### src/rtl/emc_reg_bridge.sv
// Bridge from an asynchronous 16-bit EMC bus to a synchronous register-file port.
// Adds channel-window decode and paired 16-bit writes that form 32-bit queue entries.
module emc_reg_bridge #(
    parameter int unsigned AW      = 8,
    parameter int unsigned NCH     = 4,
    parameter int unsigned CH_BASE = 'h80,
    parameter int unsigned CH_LOG2 = 5,
    parameter int unsigned Q32_OFF = 'h0c,
    parameter int unsigned RD_LAT  = 1
) (
    input  logic            clk_i,
    input  logic            rst_i,
    input  logic [AW-1:1]   A_i,
    input  logic [15:0]     d_i,
    output logic [15:0]     d_o,
    output logic            d_oe_o,
    input  logic            CSN_i,
    input  logic            WEN_i,
    input  logic            OEN_i,
    output logic [AW-1:0]   reg_addr_o,
    output logic [31:0]     reg_wdat_o,
    output logic            reg_wr_o,
    output logic            reg_wr32_o,
    output logic            reg_rd_o,
    input  logic [15:0]     reg_rdat_i,
    output logic [NCH-1:0]  ch_sel_o,
    output logic            core_sel_o,
    output logic            seq_err_o
);

    typedef enum logic [1:0] {StIdle, StWrite, StRead, StHold} state_e;

    state_e state_q, state_d;

    logic csn_s1_q, csn_s2_q, wen_s1_q, wen_s2_q, wen_s3_q, oen_s1_q, oen_s2_q;
    logic armed_q;
    logic wen_rise;

    logic [AW-1:1] sh_a_q;
    logic [15:0]   sh_d_q;

    logic commit_set, rd_start, in_read;
    logic commit_q;

    logic           pend_q;
    logic [NCH-1:0] pend_ch_q;
    logic [15:0]    lo_q;

    logic [AW-1:0]  reg_addr_q;
    logic [31:0]    reg_wdat_q;
    logic           reg_wr_q, reg_wr32_q, reg_rd_q, seq_err_q;
    logic [NCH-1:0] ch_sel_q;
    logic           core_sel_q;

    logic           rd_pend_q;
    logic [1:0]     rd_cnt_q;
    logic           rd_capture;
    logic           oe_q;
    logic [15:0]    d_q;

    logic [AW-1:0]  wr_addr, rd_addr;
    logic [NCH-1:0] wr_ch, rd_ch;
    logic           wr_in_win, wr_lo, wr_hi;

    function automatic logic [NCH-1:0] ch_decode(input logic [AW-1:0] addr);
        logic [NCH-1:0] sel;
        logic [31:0]    a;
        a   = 32'(addr);
        sel = '0;
        for (int unsigned k = 0; k < NCH; k++) begin
            sel[k] = (a >= CH_BASE + (k << CH_LOG2)) && (a < CH_BASE + ((k + 1) << CH_LOG2));
        end
        return sel;
    endfunction

    assign wen_rise = wen_s2_q & ~wen_s3_q;

    always_ff @(posedge clk_i) begin
        if (!rst_i) begin
            csn_s1_q <= 1'b0;
            csn_s2_q <= 1'b0;
            wen_s1_q <= 1'b0;
            wen_s2_q <= 1'b0;
            wen_s3_q <= 1'b0;
            oen_s1_q <= 1'b0;
            oen_s2_q <= 1'b0;
            armed_q  <= 1'b0;
        end else begin
            csn_s1_q <= CSN_i;
            csn_s2_q <= csn_s1_q;
            wen_s1_q <= WEN_i;
            wen_s2_q <= wen_s1_q;
            wen_s3_q <= wen_s2_q;
            oen_s1_q <= OEN_i;
            oen_s2_q <= oen_s1_q;
            // A cycle already under way at reset release is ignored until CSN is seen high.
            if (csn_s2_q) begin
                armed_q <= 1'b1;
            end
        end
    end

    always_ff @(posedge clk_i) begin
        if (!rst_i) begin
            sh_a_q <= '0;
            sh_d_q <= '0;
        end else if (!wen_s1_q && !csn_s1_q) begin
            sh_a_q <= A_i;
            sh_d_q <= d_i;
        end
    end

    always_ff @(posedge clk_i) begin
        if (!rst_i) begin
            state_q <= StIdle;
        end else begin
            state_q <= state_d;
        end
    end

    always_comb begin
        state_d = state_q;
        unique case (state_q)
            StIdle: begin
                if (armed_q && !csn_s2_q) begin
                    if (!wen_s2_q) begin
                        state_d = StWrite;
                    end else if (!oen_s2_q) begin
                        state_d = StRead;
                    end
                end
            end
            StWrite: begin
                if (wen_rise) begin
                    state_d = StHold;
                end else if (csn_s2_q) begin
                    state_d = StIdle;
                end
            end
            StRead: begin
                if (oen_s2_q || csn_s2_q) begin
                    state_d = StHold;
                end
            end
            StHold: begin
                if (csn_s2_q || !wen_s2_q || !oen_s2_q) begin
                    state_d = StIdle;
                end
            end
            default: state_d = StIdle;
        endcase
    end

    always_comb begin
        commit_set = 1'b0;
        rd_start   = 1'b0;
        in_read    = 1'b0;
        unique case (state_q)
            StIdle:  rd_start   = (state_d == StRead);
            StWrite: commit_set = wen_rise;
            StRead:  in_read    = 1'b1;
            default: ;
        endcase
    end

    always_comb begin
        wr_addr   = {sh_a_q, 1'b0};
        rd_addr   = {A_i, 1'b0};
        wr_ch     = ch_decode(wr_addr);
        rd_ch     = ch_decode(rd_addr);
        wr_in_win = |wr_ch;
        wr_lo     = wr_in_win && (wr_addr[CH_LOG2-1:0] == CH_LOG2'(Q32_OFF));
        wr_hi     = wr_in_win && (wr_addr[CH_LOG2-1:0] == CH_LOG2'(Q32_OFF + 2));
    end

    assign rd_capture = (reg_rd_q && (RD_LAT == 0)) || (rd_pend_q && (rd_cnt_q == 2'd0));

    always_ff @(posedge clk_i) begin
        if (!rst_i) begin
            commit_q   <= 1'b0;
            pend_q     <= 1'b0;
            pend_ch_q  <= '0;
            lo_q       <= '0;
            reg_addr_q <= '0;
            reg_wdat_q <= '0;
            reg_wr_q   <= 1'b0;
            reg_wr32_q <= 1'b0;
            reg_rd_q   <= 1'b0;
            seq_err_q  <= 1'b0;
            ch_sel_q   <= '0;
            core_sel_q <= 1'b0;
            rd_pend_q  <= 1'b0;
            rd_cnt_q   <= '0;
            oe_q       <= 1'b0;
            d_q        <= '0;
        end else begin
            commit_q   <= commit_set;
            reg_wr_q   <= 1'b0;
            reg_wr32_q <= 1'b0;
            reg_rd_q   <= 1'b0;
            seq_err_q  <= 1'b0;
            if (commit_q) begin
                reg_addr_q <= wr_addr;
                ch_sel_q   <= wr_ch;
                core_sel_q <= ~wr_in_win;
                if (pend_q && wr_hi && (pend_ch_q == wr_ch)) begin
                    reg_wr32_q <= 1'b1;
                    reg_wdat_q <= {sh_d_q, lo_q};
                    pend_q     <= 1'b0;
                end else if (wr_lo) begin
                    // A fresh low word replaces an orphaned one.
                    seq_err_q  <= pend_q;
                    lo_q       <= sh_d_q;
                    pend_q     <= 1'b1;
                    pend_ch_q  <= wr_ch;
                end else begin
                    reg_wr_q   <= 1'b1;
                    reg_wdat_q <= {16'h0000, sh_d_q};
                    seq_err_q  <= pend_q;
                    pend_q     <= 1'b0;
                end
            end else if (rd_start) begin
                reg_rd_q   <= 1'b1;
                reg_addr_q <= rd_addr;
                ch_sel_q   <= rd_ch;
                core_sel_q <= ~|rd_ch;
            end

            if (reg_rd_q && (RD_LAT != 0)) begin
                rd_pend_q <= 1'b1;
                rd_cnt_q  <= 2'(RD_LAT - 1);
            end else if (rd_pend_q) begin
                if (rd_cnt_q == 2'd0) begin
                    rd_pend_q <= 1'b0;
                end else begin
                    rd_cnt_q <= rd_cnt_q - 2'd1;
                end
            end

            if (!in_read) begin
                oe_q <= 1'b0;
            end else if (rd_capture) begin
                oe_q <= 1'b1;
                d_q  <= reg_rdat_i;
            end
        end
    end

    // Output enable drops as soon as the synchronized strobes show the read is over.
    assign d_oe_o     = oe_q & ~oen_s2_q & ~csn_s2_q;
    assign d_o        = d_q;
    assign reg_addr_o = reg_addr_q;
    assign reg_wdat_o = reg_wdat_q;
    assign reg_wr_o   = reg_wr_q;
    assign reg_wr32_o = reg_wr32_q;
    assign reg_rd_o   = reg_rd_q;
    assign ch_sel_o   = ch_sel_q;
    assign core_sel_o = core_sel_q;
    assign seq_err_o  = seq_err_q;

endmodule

### config.mk
export PLATFORM = sky130hd
export DESIGN_NAME = emc_reg_bridge
export DESIGN_NICKNAME = d
export VERILOG_FILES = /design/src/rtl/emc_reg_bridge.sv
export SDC_FILE = /design/constraint.sdc
export NUM_CORES = 1
export LEC_CHECK = 0
export BUFFER_PORTS_ARGS = -buffer_cell sky130_fd_sc_hd__clkbuf_2
export CAP_MARGIN = 20
export CORE_UTILIZATION = 49
export DETAILED_ROUTE_END_ITERATION = 10
export PLACE_DENSITY = 0.84
export SKIP_LAST_GASP = 1
export SLEW_MARGIN = 20
export SYNTH_ARGS = -nofsm -noshare
export SYNTH_HDL_FRONTEND = slang
export SYNTH_SLANG_ARGS = --single-unit
### constraint.sdc
create_clock -name clk_i -period 1.97 [get_ports clk_i]
set_clock_uncertainty 0.1 [all_clocks]
set_input_delay 0.2955 -clock clk_i [delete_from_list [all_inputs] [get_ports clk_i]]
set_output_delay 0.2955 -clock clk_i [all_outputs]
set_load 0.01 [all_outputs]
### Word level (Yosys, flattened, before mapping)

Cells that the tools add are included.

* bits in registers: 123
* bits of input ports: 44
* output and inout bits: 66
* logic and storage cells: 124

* add/subtract/negate cells: 1
* magnitude comparators: 14
* equal/unequal tests: 8
* multiplexer cells: 26
* bitwise logic cells: 11
* reduce and logical (&&, ||, !) cells: 37

Operators with widths (count)
* $ge A8 B8 Y1 const B: 8
* $mux W32: 2
* $lt A8 B8 Y1 const B: 6
* $mux W8: 2
* $mux W2: 7
* $logic_and A1 B1 Y1: 13
* $mux W1: 12
* $reduce_and A2 Y1: 6
* $eq A4 B3 Y1 const B: 2
* $mux W4: 2
* $not A1 Y1: 8
* $pmux W2 S4: 1
* $reduce_or A4 Y1: 2
* $eq A2 B2 Y1 const B: 3
* $logic_not A1 Y1: 6
* $eq A4 B4 Y1: 1
* $logic_not A2 Y1: 2
* $reduce_or A2 Y1: 2
* $and A1 B1 Y1: 3
* $logic_or A1 B1 Y1: 3
* $reduce_and A3 Y1: 1
* $reduce_or A3 Y1: 1
* $eq A2 B1 Y1 const B: 1
* $ne A2 B1 Y1 const B: 1
* other kinds (2): 2

### Depth between registers and ports, before layout

* depth after elaboration: 9
* depth in mapped cells: 8
* depth with buffers taken out: 5

### Worst setup path after synthesis

No wires, ideal clock.

* path type: reg2reg
* start point: register sh_a_q[7] (netlist bit)
* end point: register reg_wdat_q[10], in the netlist reg_wdat_o[10]
* setup time: 0.128 ns
* data arrival time: 1.629 ns
* data required time: 1.742 ns
* slack: 0.112 ns
* cell stages (with the launch flop): 8
* buffers on the path: 3
* period minus slack after synthesis: 1.858 ns
* path through: dfxtp_1 -> buf_4 -> nand4b_4 -> a311oi_2 -> o211a_1 -> buf_4 -> buf_6 -> o211ai_2

* longest elaborated chain between the ends: 8
* elaborated cells on any way between the ends: 19
* classes of those cells: order compare: 7; eq/ne: 2; mux: 1; reduce/logical: 9

RTL lines
* from (decl): line 39 `logic [AW-1:1] sh_a_q;`
* from (signal assigned): line 108 `sh_a_q <= A_i;`
* $ge A8 B8 Y1 or $lt A8 B8 Y1 (tied branches): line 71 `sel[k] = (a >= CH_BASE + (k << CH_LOG2)) && (a < CH_BASE + ((k + 1) << CH_LOG2));`
* $logic_and A1 B1 Y1: line 71
* $reduce_or A4 Y1: line 171 `wr_in_win = |wr_ch;`
* $logic_and A1 B1 Y1: line 173 `wr_hi = wr_in_win && (wr_addr[CH_LOG2-1:0] == CH_LOG2'(Q32_OFF + 2));`
* $logic_and A1 B1 Y1 (2 in series): line 206 `if (pend_q && wr_hi && (pend_ch_q == wr_ch)) begin`
* $ne A2 B1 Y1 (no source line)
* $reduce_and A2 Y1 (no source line)
* to (signal assigned): line 208 `reg_wdat_q <= {sh_d_q, lo_q};`
* to (signal assigned): line 218 `reg_wdat_q <= {16'h0000, sh_d_q};`
* to (decl): line 50 `logic [31:0] reg_wdat_q;`

Parallel ways exist; a longest one is shown, timed or not.
A chain may end at the register's enable or synchronous reset.

### Final worst setup path

* start point: register sh_a_q[6] (netlist bit)
* end point: register reg_wdat_q[22], in the netlist reg_wdat_o[22]

Same word-level chain as after synthesis.

==> reports/results.ini <==
[outcome]
status = finished, final reports clean

[setup_path]
critPathCaptureType = flop
start_kind = flop
cp.required_ps = 2290
slowest_delay_ps = 500
critPathArrivalTime_ps = 2220
cp_max_fo = 12
slowest_stage = dfxtp_1
path_cells = and3b_1 > a31o_1 > o2111a_1 > buf_4 > a22o_1
path_class = reg2reg

[global_routing]
grt_max_degree = 54
met3_usage_pct = 7.93
grt_remaining_overflow = 0
use_met1_pct = 32.8
grt_pass1_wl_mm = 22.5
grt.busiest_layer = met2
globalRouteTotalUtil_pct = 27.7
grt_pass1_vias = 4748
met2_usage_pct = 47.5
antenna_found_initial = 0

[logic_synthesis]
synth_top_area_share_pct = 49.2
syn-mean-instance-area_um2 = 8.84
yosysWarnings = 0
synth-edff-count = 0
synth_seq_area_share_pct = 49.2
synth_area_leaders = dfxtp_1 (49%), nand2_1 (11%), a21oi_1 (6.4%)
synth_cell_type_count = 49
synth_largest_area_cell = dfxtp_1
synth_area_um2 = 5000
ys.flop_type = dfxtp_1
synth.ff_latch_count = 123
syn_inst = 566
syn-num-nets = 611
ys_async_sr_fraction_pct = 0

[route]
drc = 0
drtPass1Iterations = 5
vias = 4923
wl_mm = 14.1
postRouteAntennaNets = 0
vias_per_cell = 5.69
drtIter0Drc = 326
wl_per_cell_um = 16.2

[clock_tree]
cts_tree = yes
cts_root_buf = clkbuf_8
clockBufferDepth = 2
cts_num_sinks = 123
clk_pin_slew_worst_paths_ps = 60
cts_made_buffers = 17
postCtsSetupBuffers = 0
htreeDepth = 4
clock_latency_ps = 530

[die]
initial_core_util_pct = 51.0
rows = 36
core_um2 = 9820
ios = 110
die_y_um = 103
dieWidth_um = 103
die_area_um2 = 10600

[timing]
hold_violations = 0
slew_violations = 0
period_needed_ps = 1910
tightest_slew_ps = 639
rsz0062_at_grt = false
period_share_pct = 96.7
tns_ps = 0
setup_viol = 0
slew_headroom_pct = 57.3
fmax_ghz = 0.525

[layout]
fin_area_um2 = 6800
layout-drive-gt1-share_pct = 26.5
nets = 764
final_common_cell = nand2_1
num_antenna_cells = 0
area_growth_pct = 35.9
final_cell_mix = nand2_1 (144), dfxtp_1 (122), clkbuf_2 (108)

[run]
maxCapViolations = 0

[pwr]
pwr_density_cell_nw_per_um2 = 915
ir_drop_mv = 0.754
p_leak_uw = 0.00296

[placed_design]
port-buffer-count = 108
hpwl_mm = 8.82
routabilityCongestion = 0.874
post_dp_cell_area_um2 = 5730

[worst_hold_path]
min_path_type = in2reg

-- through the flow --
step	hold slack [ps]	instances	setup slack [ps]	utilization, %	total power (uW)
6_report	62.6	865	64.6	69.3	6220
2_1_floorplan	312	566	112	-	2780
3_3_place_gp	329	791	152	58.4	2880
5_1_grt	71.2	865	12.1	69.3	6400
3_5_place_dp	339	791	27.5	58.4	2890
4_1_cts	54.9	865	12.8	69.0	6210
-- power by group --
group | switching [uW] | total (uW) | internal (uW)
logic | 171 | 327 | 155
clock network | 1220 | 3300 | 2080
registers | 60.4 | 2590 | 2530
total | 1450 | 6220 | 4770
-- Yosys cell counts, types with 2 or more instances --
master / instances
buf_1: 4
nor2b_1: 7
inv_1: 7
o2111ai_1: 16
o211ai_2: 9
clkbuf_1: 29
or2_2: 2
dfxtp_1: 123
and2_1: 11
a311oi_1: 4
xnor2_1: 2
mux2i_1: 6
buf_4: 3
nand3_1: 21
a21oi_1: 64
a22o_1: 16
nor3b_2: 2
nor2_1: 22
o211a_1: 17
and4b_1: 2
o21a_1: 2
buf_6: 3
or3_1: 4
o211ai_1: 7
nand2_1: 144
a211oi_1: 8
a2111oi_0: 2
buf_2: 7
nand2b_1: 2
-- flip-flops by register name, indices dropped and copies added, names as in the netlist, 2 cells and up --
| register | flops |
|---|---|
| reg_addr_o | 7 |
| rd_cnt_q | 2 |
| ch_sel_o | 4 |
| pend_ch_q | 4 |
| reg_wdat_o | 32 |
| state_q | 2 |
| d_o | 16 |
| sh_d_q | 16 |
| lo_q | 16 |
| sh_a_q | 7 |
-- path summary, 6_finish.rpt --
kind / end / slack [ps] / from / depth (start not counted)
hold / removal: reg_wdat_o[0]$_SDFFE_PN0P_ / 60 / rst_i / 3
setup / recovery: reg_wdat_o[22]$_SDFFE_PN0P_ / 60 / sh_a_q[6]$_SDFFE_PN0P_ / 5
setup reg to reg: reg_wdat_o[22]$_SDFFE_PN0P_ / 60 / sh_a_q[6]$_SDFFE_PN0P_ / 5
hold reg to reg: oen_s2_q$_SDFF_PN0_ / 360 / oen_s1_q$_SDFF_PN0_ / 1
-- critical path: cells and delay by family, from the launching register on --
family	cells	cell delay, ps
AO/OA/AOI/OAI	3	760
flip-flops	1	500
AND/OR/NAND/NOR	1	250
buffers and inverters	1	190
-- cell families (layout without fill, tap and decap cells) --
kind of cell	count (synthesis)	after routing	share of synthesized area, %
AND/OR/NAND/NOR	224	224	20.2
buffers and inverters	54	220	5.23
XOR/XNOR	2	2	0.350
AO/OA/AOI/OAI	155	155	23.5
multiplexers	6	6	1.20
adder cells (fa/ha/maj)	1	1	0.250
other	1	1	0.0749
flip-flops	123	123	49.2
-- timing repair --
item                       4_1_cts  5_1_grt
setup endpoints to repair        0       37
hold endpoints to repair        42        0
resized for setup                0        6
hold buffers                    42        0
-- per-layer routing --
layer	up-vias	wire length [um]
met5	-	0
met4	0	240
met3	29	907
met2	230	7180
met1	2362	5730
li1	2302	-
-- area by class of cell --
type,count,area (um^2)
inverters,7,26.3
clock buffers,17,414
clock inverters,15,209
multi-input cells,389,2300
fillers,721,3020
well taps,133,166
flip-flops and latches,123,2460
repair buffers,181,1220
Note: power is estimated with default switching activity, not from simulation.
